<file path="config.mk">
export PLATFORM = sky130hd
export DESIGN_NAME = ifetch_queue_flat
export DESIGN_NICKNAME = d
export VERILOG_FILES = /design/src/rtl/ifetch_queue_if.sv /design/src/rtl/ifetch_queue.sv /design/src/flat_wrapper.sv
export SDC_FILE = /design/constraint.sdc
export NUM_CORES = 1
export LEC_CHECK = 0
export CAP_MARGIN = 20
export CORE_MARGIN = 5
export CORE_UTILIZATION = 56
export DETAILED_ROUTE_END_ITERATION = 16
export GPL_TIMING_DRIVEN = 0
export PLACE_DENSITY = 0.8
export SKIP_LAST_GASP = 1
export SYNTH_ARGS = -nofsm -noshare
export SYNTH_HDL_FRONTEND = slang
export SYNTH_SLANG_ARGS = --single-unit
</file>
<file path="constraint.sdc">
create_clock -name CLK -period 3.8 [get_ports CLK]
set_input_delay 0.76 -clock CLK [delete_from_list [all_inputs] [get_ports CLK]]
set_output_delay 0.76 -clock CLK [all_outputs]
set_load 0.01 [all_outputs]
</file>
<file path="src/rtl/ifetch_queue_if.sv">
// Fetch-unit bus bundle: instruction-memory req/ack channel, branch redirect
// from ID, and the valid/ready instruction handoff to ID.
interface ifetch_queue_if;
    logic        mem_req;
    logic [31:0] mem_addr;
    logic        mem_ack;
    logic [31:0] mem_rdata;
    logic        redirect;
    logic [31:0] redirect_pc;
    logic        id_valid;
    logic [31:0] id_ir;
    logic [31:0] id_npc;
    logic        id_ready;

    modport master (
        output mem_req, mem_addr, id_valid, id_ir, id_npc,
        input  mem_ack, mem_rdata, redirect, redirect_pc, id_ready
    );

    modport slave (
        input  mem_req, mem_addr, id_valid, id_ir, id_npc,
        output mem_ack, mem_rdata, redirect, redirect_pc, id_ready
    );
endinterface

</file>
<file path="src/rtl/ifetch_queue.sv">
// Sequential instruction fetch with a DEPTH-entry prefetch queue, one request
// in flight at a time, and redirect flush with discard of an in-flight word.
module ifetch_queue #(
    parameter int          DEPTH    = 4,
    parameter logic [31:0] RESET_PC = 32'h0
) (
    input  logic          CLK,
    input  logic          RST_X,
    ifetch_queue_if.master bus
);
    localparam int PW = $clog2(DEPTH);
    localparam int CW = PW + 1;

    typedef enum logic [1:0] {IDLE, FETCH, DRAIN} state_t;

    state_t        state_reg, state_next;
    logic [31:0]   fetch_pc_reg, fetch_pc_next;
    logic [31:0]   req_addr_reg, req_addr_next;
    logic [PW-1:0] head_reg, head_next;
    logic [PW-1:0] tail_reg, tail_next;
    logic [CW-1:0] count_reg, count_next;
    logic [31:0]   ir_vec  [DEPTH];
    logic [31:0]   npc_vec [DEPTH];
    logic          push, pop, has_space;

    assign bus.id_valid = (count_reg != '0);
    assign pop          = bus.id_valid & bus.id_ready & ~bus.redirect;
    assign push         = (state_reg == FETCH) & bus.mem_ack & ~bus.redirect;
    assign has_space    = (count_next < CW'(DEPTH));

    assign bus.mem_req  = (state_reg != IDLE);
    assign bus.mem_addr = req_addr_reg;
    assign bus.id_ir    = bus.id_valid ? ir_vec[head_reg]  : 32'h0;
    assign bus.id_npc   = bus.id_valid ? npc_vec[head_reg] : 32'h0;

    // Queue storage: one register pair per entry, written at the tail.
    for (genvar gi = 0; gi < DEPTH; gi++) begin : g_entry
        logic [31:0] ir_reg, npc_reg;
        always_ff @(posedge CLK) begin
            if (push && (tail_reg == PW'(gi))) begin
                ir_reg  <= bus.mem_rdata;
                npc_reg <= req_addr_reg + 32'd4;
            end
        end
        assign ir_vec[gi]  = ir_reg;
        assign npc_vec[gi] = npc_reg;
    end

    always_comb begin
        head_next  = head_reg;
        tail_next  = tail_reg;
        count_next = count_reg;
        if (bus.redirect) begin
            head_next  = '0;
            tail_next  = '0;
            count_next = '0;
        end else begin
            if (push) tail_next = tail_reg + PW'(1);
            if (pop)  head_next = head_reg + PW'(1);
            count_next = count_reg + CW'(push) - CW'(pop);
        end
    end

    always_comb begin
        state_next    = state_reg;
        fetch_pc_next = fetch_pc_reg;
        req_addr_next = req_addr_reg;
        case (state_reg)
            IDLE: begin
                if (bus.redirect) begin
                    fetch_pc_next = bus.redirect_pc;
                    req_addr_next = bus.redirect_pc;
                    state_next    = FETCH;
                end else if (has_space) begin
                    req_addr_next = fetch_pc_reg;
                    state_next    = FETCH;
                end
            end
            FETCH: begin
                if (bus.redirect && bus.mem_ack) begin
                    fetch_pc_next = bus.redirect_pc;
                    req_addr_next = bus.redirect_pc;
                end else if (bus.redirect) begin
                    // Request still outstanding: wait out its ack before retargeting.
                    fetch_pc_next = bus.redirect_pc;
                    state_next    = DRAIN;
                end else if (bus.mem_ack) begin
                    if (has_space) begin
                        req_addr_next = req_addr_reg + 32'd4;
                        fetch_pc_next = req_addr_reg + 32'd8;
                    end else begin
                        fetch_pc_next = req_addr_reg + 32'd4;
                        state_next    = IDLE;
                    end
                end
            end
            DRAIN: begin
                if (bus.redirect) fetch_pc_next = bus.redirect_pc;
                if (bus.mem_ack) begin
                    req_addr_next = bus.redirect ? bus.redirect_pc : fetch_pc_reg;
                    state_next    = FETCH;
                end
            end
            default: state_next = IDLE;
        endcase
    end

    always_ff @(posedge CLK or negedge RST_X) begin
        if (!RST_X) begin
            state_reg    <= IDLE;
            fetch_pc_reg <= RESET_PC;
            req_addr_reg <= RESET_PC;
            head_reg     <= '0;
            tail_reg     <= '0;
            count_reg    <= '0;
        end else begin
            state_reg    <= state_next;
            fetch_pc_reg <= fetch_pc_next;
            req_addr_reg <= req_addr_next;
            head_reg     <= head_next;
            tail_reg     <= tail_next;
            count_reg    <= count_next;
        end
    end
endmodule

</file>
<file path="src/flat_wrapper.sv">
// flat-port wrapper written by rule: the top's interface ports become plain ports
module ifetch_queue_flat 
#(
    parameter int          DEPTH    = 4,
    parameter logic [31:0] RESET_PC = 32'h0
)
  (CLK, RST_X, bus_mem_req, bus_mem_addr, bus_id_valid, bus_id_ir, bus_id_npc, bus_mem_ack, bus_mem_rdata, bus_redirect, bus_redirect_pc, bus_id_ready);
  ifetch_queue_if bus_i ();
  input  logic CLK;
  input  logic RST_X;
  output wire logic [$bits(bus_i.mem_req)-1:0] bus_mem_req;
  output wire logic [$bits(bus_i.mem_addr)-1:0] bus_mem_addr;
  output wire logic [$bits(bus_i.id_valid)-1:0] bus_id_valid;
  output wire logic [$bits(bus_i.id_ir)-1:0] bus_id_ir;
  output wire logic [$bits(bus_i.id_npc)-1:0] bus_id_npc;
  input wire logic [$bits(bus_i.mem_ack)-1:0] bus_mem_ack;
  input wire logic [$bits(bus_i.mem_rdata)-1:0] bus_mem_rdata;
  input wire logic [$bits(bus_i.redirect)-1:0] bus_redirect;
  input wire logic [$bits(bus_i.redirect_pc)-1:0] bus_redirect_pc;
  input wire logic [$bits(bus_i.id_ready)-1:0] bus_id_ready;
  assign bus_mem_req = bus_i.mem_req;
  assign bus_mem_addr = bus_i.mem_addr;
  assign bus_id_valid = bus_i.id_valid;
  assign bus_id_ir = bus_i.id_ir;
  assign bus_id_npc = bus_i.id_npc;
  assign bus_i.mem_ack = bus_mem_ack;
  assign bus_i.mem_rdata = bus_mem_rdata;
  assign bus_i.redirect = bus_redirect;
  assign bus_i.redirect_pc = bus_redirect_pc;
  assign bus_i.id_ready = bus_id_ready;
  ifetch_queue #(.DEPTH(DEPTH), .RESET_PC(RESET_PC)) u_core (.CLK(CLK), .RST_X(RST_X), .bus(bus_i));
endmodule
</file>
==> metrics.csv <==
metric,value,unit
status,completed,
sw_frac_of_total,34.02,%
numCtsBuffers,34,
vias_per_cell,6.280,
worstMarginPinSlew,1.144,ns
cap_violations,0,
seq_power_share,36.6,%
grt_overflow,0,
grt_pass1_vias,9723,
ctsHtreeMaxLevel,2,
initial_core_util,56.54,%
finalMaxSlewViolations,0,
top_layer,met5,
drc,0,
die_w,172.0,um
cts_sinks,329,
yosysWarnings,0,
period_share,99.82,%
ir_drop,0.0004658,V
grt_max_degree,51,
max_slew_margin,23.01,%
critPathMaxStageDelay,0.72,ns
timing.rr.start,u_core.state_reg[0],
synth_simple_gate_area_share,8.720,%
p_leak,6.187,nW
wl_per_cell,24.07,um
synthArstFlopShare,22.19,%
drtAntennaViolNets,0,
synth_cell_types,71,
cts_hold_buffers,0,
end_kind,flop,
routed_wl,37600,um
die_area,0.02958,mm^2
critPathMaxFanout,10,
regToRegSetupSlack,0.05,ns
syn-num-nets,1067,
register_area,0.009517,mm^2
synth_compound_area_share,9.205,%
clk_pin_slew,0.06,ns
ys_seq_elements,329,
period_minus_slack,3.793,ns
cts-root-buf,clkbuf_16,
seq_area_frac_synth,64.75,%
crit_required,4.23,ns
timing.fmax,263.6,MHz
p_int,0.008995,W
coreArea,0.02598,mm^2
power.density,752.3,mW/mm^2
p_clk_share,23.3,%
finalHoldViolCount,0,
startpoint,bus_mem_ack,
vias,9810,
synth_edf_count,256,
rsz0062_at_grt,yes,
syn_avg_cell_area,14.86,um^2
synth_cells,989,
drt_iter0_drc,1018,
io_pins,167,
synth_top_family_by_area,multiplexers,
dr_wl_met3,3349,um
path_cells,clkdlybuf4s15_1 -> clkbuf_8 -> nand3_4 -> inv_6 -> buf_4 -> ha_1 -> inv_1 -> fa_1 -> xnor3_1 -> nor4_2 -> o21ai_0 -> xor2_1 -> a21oi_1,
setup_viol,0,
routabilityCongestion,0.9470,
portBuffers,165,
fin_util,69.74,%
synth_fa_ha_area_share,0.8175,%
instances_no_fill,1562,
worstPathArrival,4.22,ns
areaGrowthSynthToFinish,23.33,%
worst-setup-path-type,primary input to flop,
dr.pass1.iters,6,
synth_mux_area_share,10.15,%
synth_xor_area_share,3.662,%
hold_slack,0.1794,ns
skew,0.01944,ns
placedCellCount,1494,
fin_setup_tns,0,ns
n_fill_cell,1765,
grt_pass1_wl,56730,um
dieHeight,172.0,um
worst_path_max_delay_cell,nor4_2,
wl_met1,15120,um
switching_power,0.004638,W
antenna_found_initial,2,
num_rows,59,
wl_met2,18150,um
p_comb_share,40.1,%
drive_above_1_share,15.33,%
critPathLaunchType,primary input,
clk_latency,0.52,ns
cp_num_buf_inv,5,
cts_tree,built,
synth.cell_area,0.01469,mm^2
multi_input_area,0.004842,mm^2
cts_buffer_depth,3,
synth_top_flop_cell,edfxtp_1,
grt_util_all_layers,25.27,%
hp-class,primary input to async pin,
place_hpwl,25320,um
critPathTopFamily,buffers and inverters,
nets,1279,
## cell type report
type | instances | share of cell area [%]
Inverter | 19 | 0.4350
Clock buffer | 47 | 5.075
Buffer | 67 | 2.009
Multi-Input combinational cell | 572 | 26.72
Sequential cell | 329 | 52.52
Tap cell | 335 | 2.313
Clock inverter | 14 | 0.7664
Timing Repair Buffer | 178 | 10.15
Antenna cell | 1 | 0.01381
## synth_stat cells (8+ instances only)
| cell | n | area, um^2 |
|---|---|---|
| xor2_1 | 33 | 289.0 |
| dfrtp_1 | 73 | 1827 |
| buf_2 | 15 | 75.07 |
| o2bb2ai_1 | 9 | 78.83 |
| o21ai_0 | 48 | 240.2 |
| a22oi_1 | 15 | 112.6 |
| ha_1 | 8 | 100.1 |
| xnor2_1 | 23 | 201.4 |
| o22ai_1 | 27 | 168.9 |
| and2_1 | 76 | 475.5 |
| edfxtp_1 | 256 | 7687 |
| inv_1 | 16 | 60.06 |
| nor2_1 | 46 | 172.7 |
| nand2_1 | 38 | 142.6 |
| nand3_1 | 15 | 75.07 |
| nand4_1 | 13 | 81.33 |
| mux4_2 | 64 | 1441 |
| nor3_1 | 9 | 45.04 |
| clkbuf_1 | 37 | 138.9 |
| a21oi_1 | 43 | 215.2 |
## worst reg2reg max path, delay by kind of cell (launching register included)
kind | cells | cell delay, ns
DFF | 1 | 0.42
and+or+nand+nor | 3 | 1.12
buffers and inverters | 4 | 0.61
AOI/OAI and AO/OA | 2 | 0.49
xor gates and xnor gates | 2 | 0.47
adders and majority gates | 2 | 0.57
## stage by stage
step / worst slack [ns] / power (W) / instance area [um^2]
after global placement: -2.054 / 0.01015 / 16760
after detailed placement: -2.052 / 0.01028 / 16900
after CTS: -0.05904 / 0.01356 / 18050
after global routing: -0.01549 / 0.01429 / 18120
after floorplan: 0.005996 / 0.007998 / 14690
final: 0.006750 / 0.01363 / 18120
## power groups by stage
| stage | Combinational (W) | Sequential (W) | Clock (W) |
|---|---|---|---|
| global placement | 0.00514 | 0.00502 | 0 |
| finish | 0.00547 | 0.00498 | 0.00318 |
| detailed placement | 0.00526 | 0.00502 | 0 |
| CTS | 0.00539 | 0.00497 | 0.00321 |
| floorplan | 0.00299 | 0.00501 | 0 |
| global route | 0.00587 | 0.00503 | 0.00338 |
## metal layers
metal  GRT usage, %  vias to the layer above
met5              0                        -
met4          7.656                        2
met3          4.824                       78
met2          40.78                      546
met1          35.56                     4921
li1               -                     4263
## cells by family after synthesis
group           count (synthesis)
compound gates                205
buf+inv                        88
fa+ha+maj                       9
mux                            69
flops                         329
xor+xnor                       58
simple gates                  231
## layout by cell type (no fill, tap or decap), types with 5 or more instances in the layout
| master | Yosys | layout |
|---|---|---|
| edfxtp_1 | 256 | 256 |
| clkdlybuf4s50_1 | 0 | 163 |
| and2_1 | 76 | 72 |
| dfrtp_1 | 73 | 71 |
| mux4_2 | 64 | 64 |
| o21ai_0 | 48 | 48 |
| nor2_1 | 46 | 46 |
| a21oi_1 | 43 | 42 |
| clkbuf_1 | 37 | 40 |
| nand2_1 | 38 | 38 |
| clkbuf_16 | 0 | 34 |
| xor2_1 | 33 | 33 |
| o22ai_1 | 27 | 27 |
| xnor2_1 | 23 | 23 |
| buf_4 | 6 | 17 |
| inv_1 | 16 | 16 |
| buf_2 | 15 | 15 |
| a22oi_1 | 15 | 15 |
| nand3_1 | 15 | 14 |
| nand4_1 | 13 | 13 |
| o2bb2ai_1 | 9 | 9 |
| nor3_1 | 9 | 8 |
| ha_1 | 8 | 8 |
| a31oi_1 | 7 | 7 |
| a222oi_1 | 7 | 7 |
| clkinv_1 | 2 | 6 |
| clkbuf_2 | 1 | 5 |
| nor4_1 | 5 | 5 |
| mux2i_1 | 5 | 5 |
| o31a_1 | 5 | 5 |
| o31ai_1 | 5 | 5 |
| a22o_1 | 5 | 5 |
## path summary, 6_finish.rpt
kind | to | depth (start not counted)
worst max-delay path | u_core.fetch_pc_reg[16] | 13
worst min-delay path | u_core.bus.mem_addr[30] | 1
worst max register to register | u_core.fetch_pc_reg[16] | 13
worst min register to register | u_core.fetch_pc_reg[31] | 2
max in group asynchronous | u_core.count_reg[1] | 2
min in group CLK | u_core.fetch_pc_reg[31] | 2
## timing repair
| item | CTS | global route |
|---|---|---|
| gates resized for setup | 23 | 16 |
| pin swaps | 2 | 1 |
| buffers inserted | 4 | 4 |
| endpoints found under the setup margin | 95 | 70 |
(Power assumes the default switching activity.)
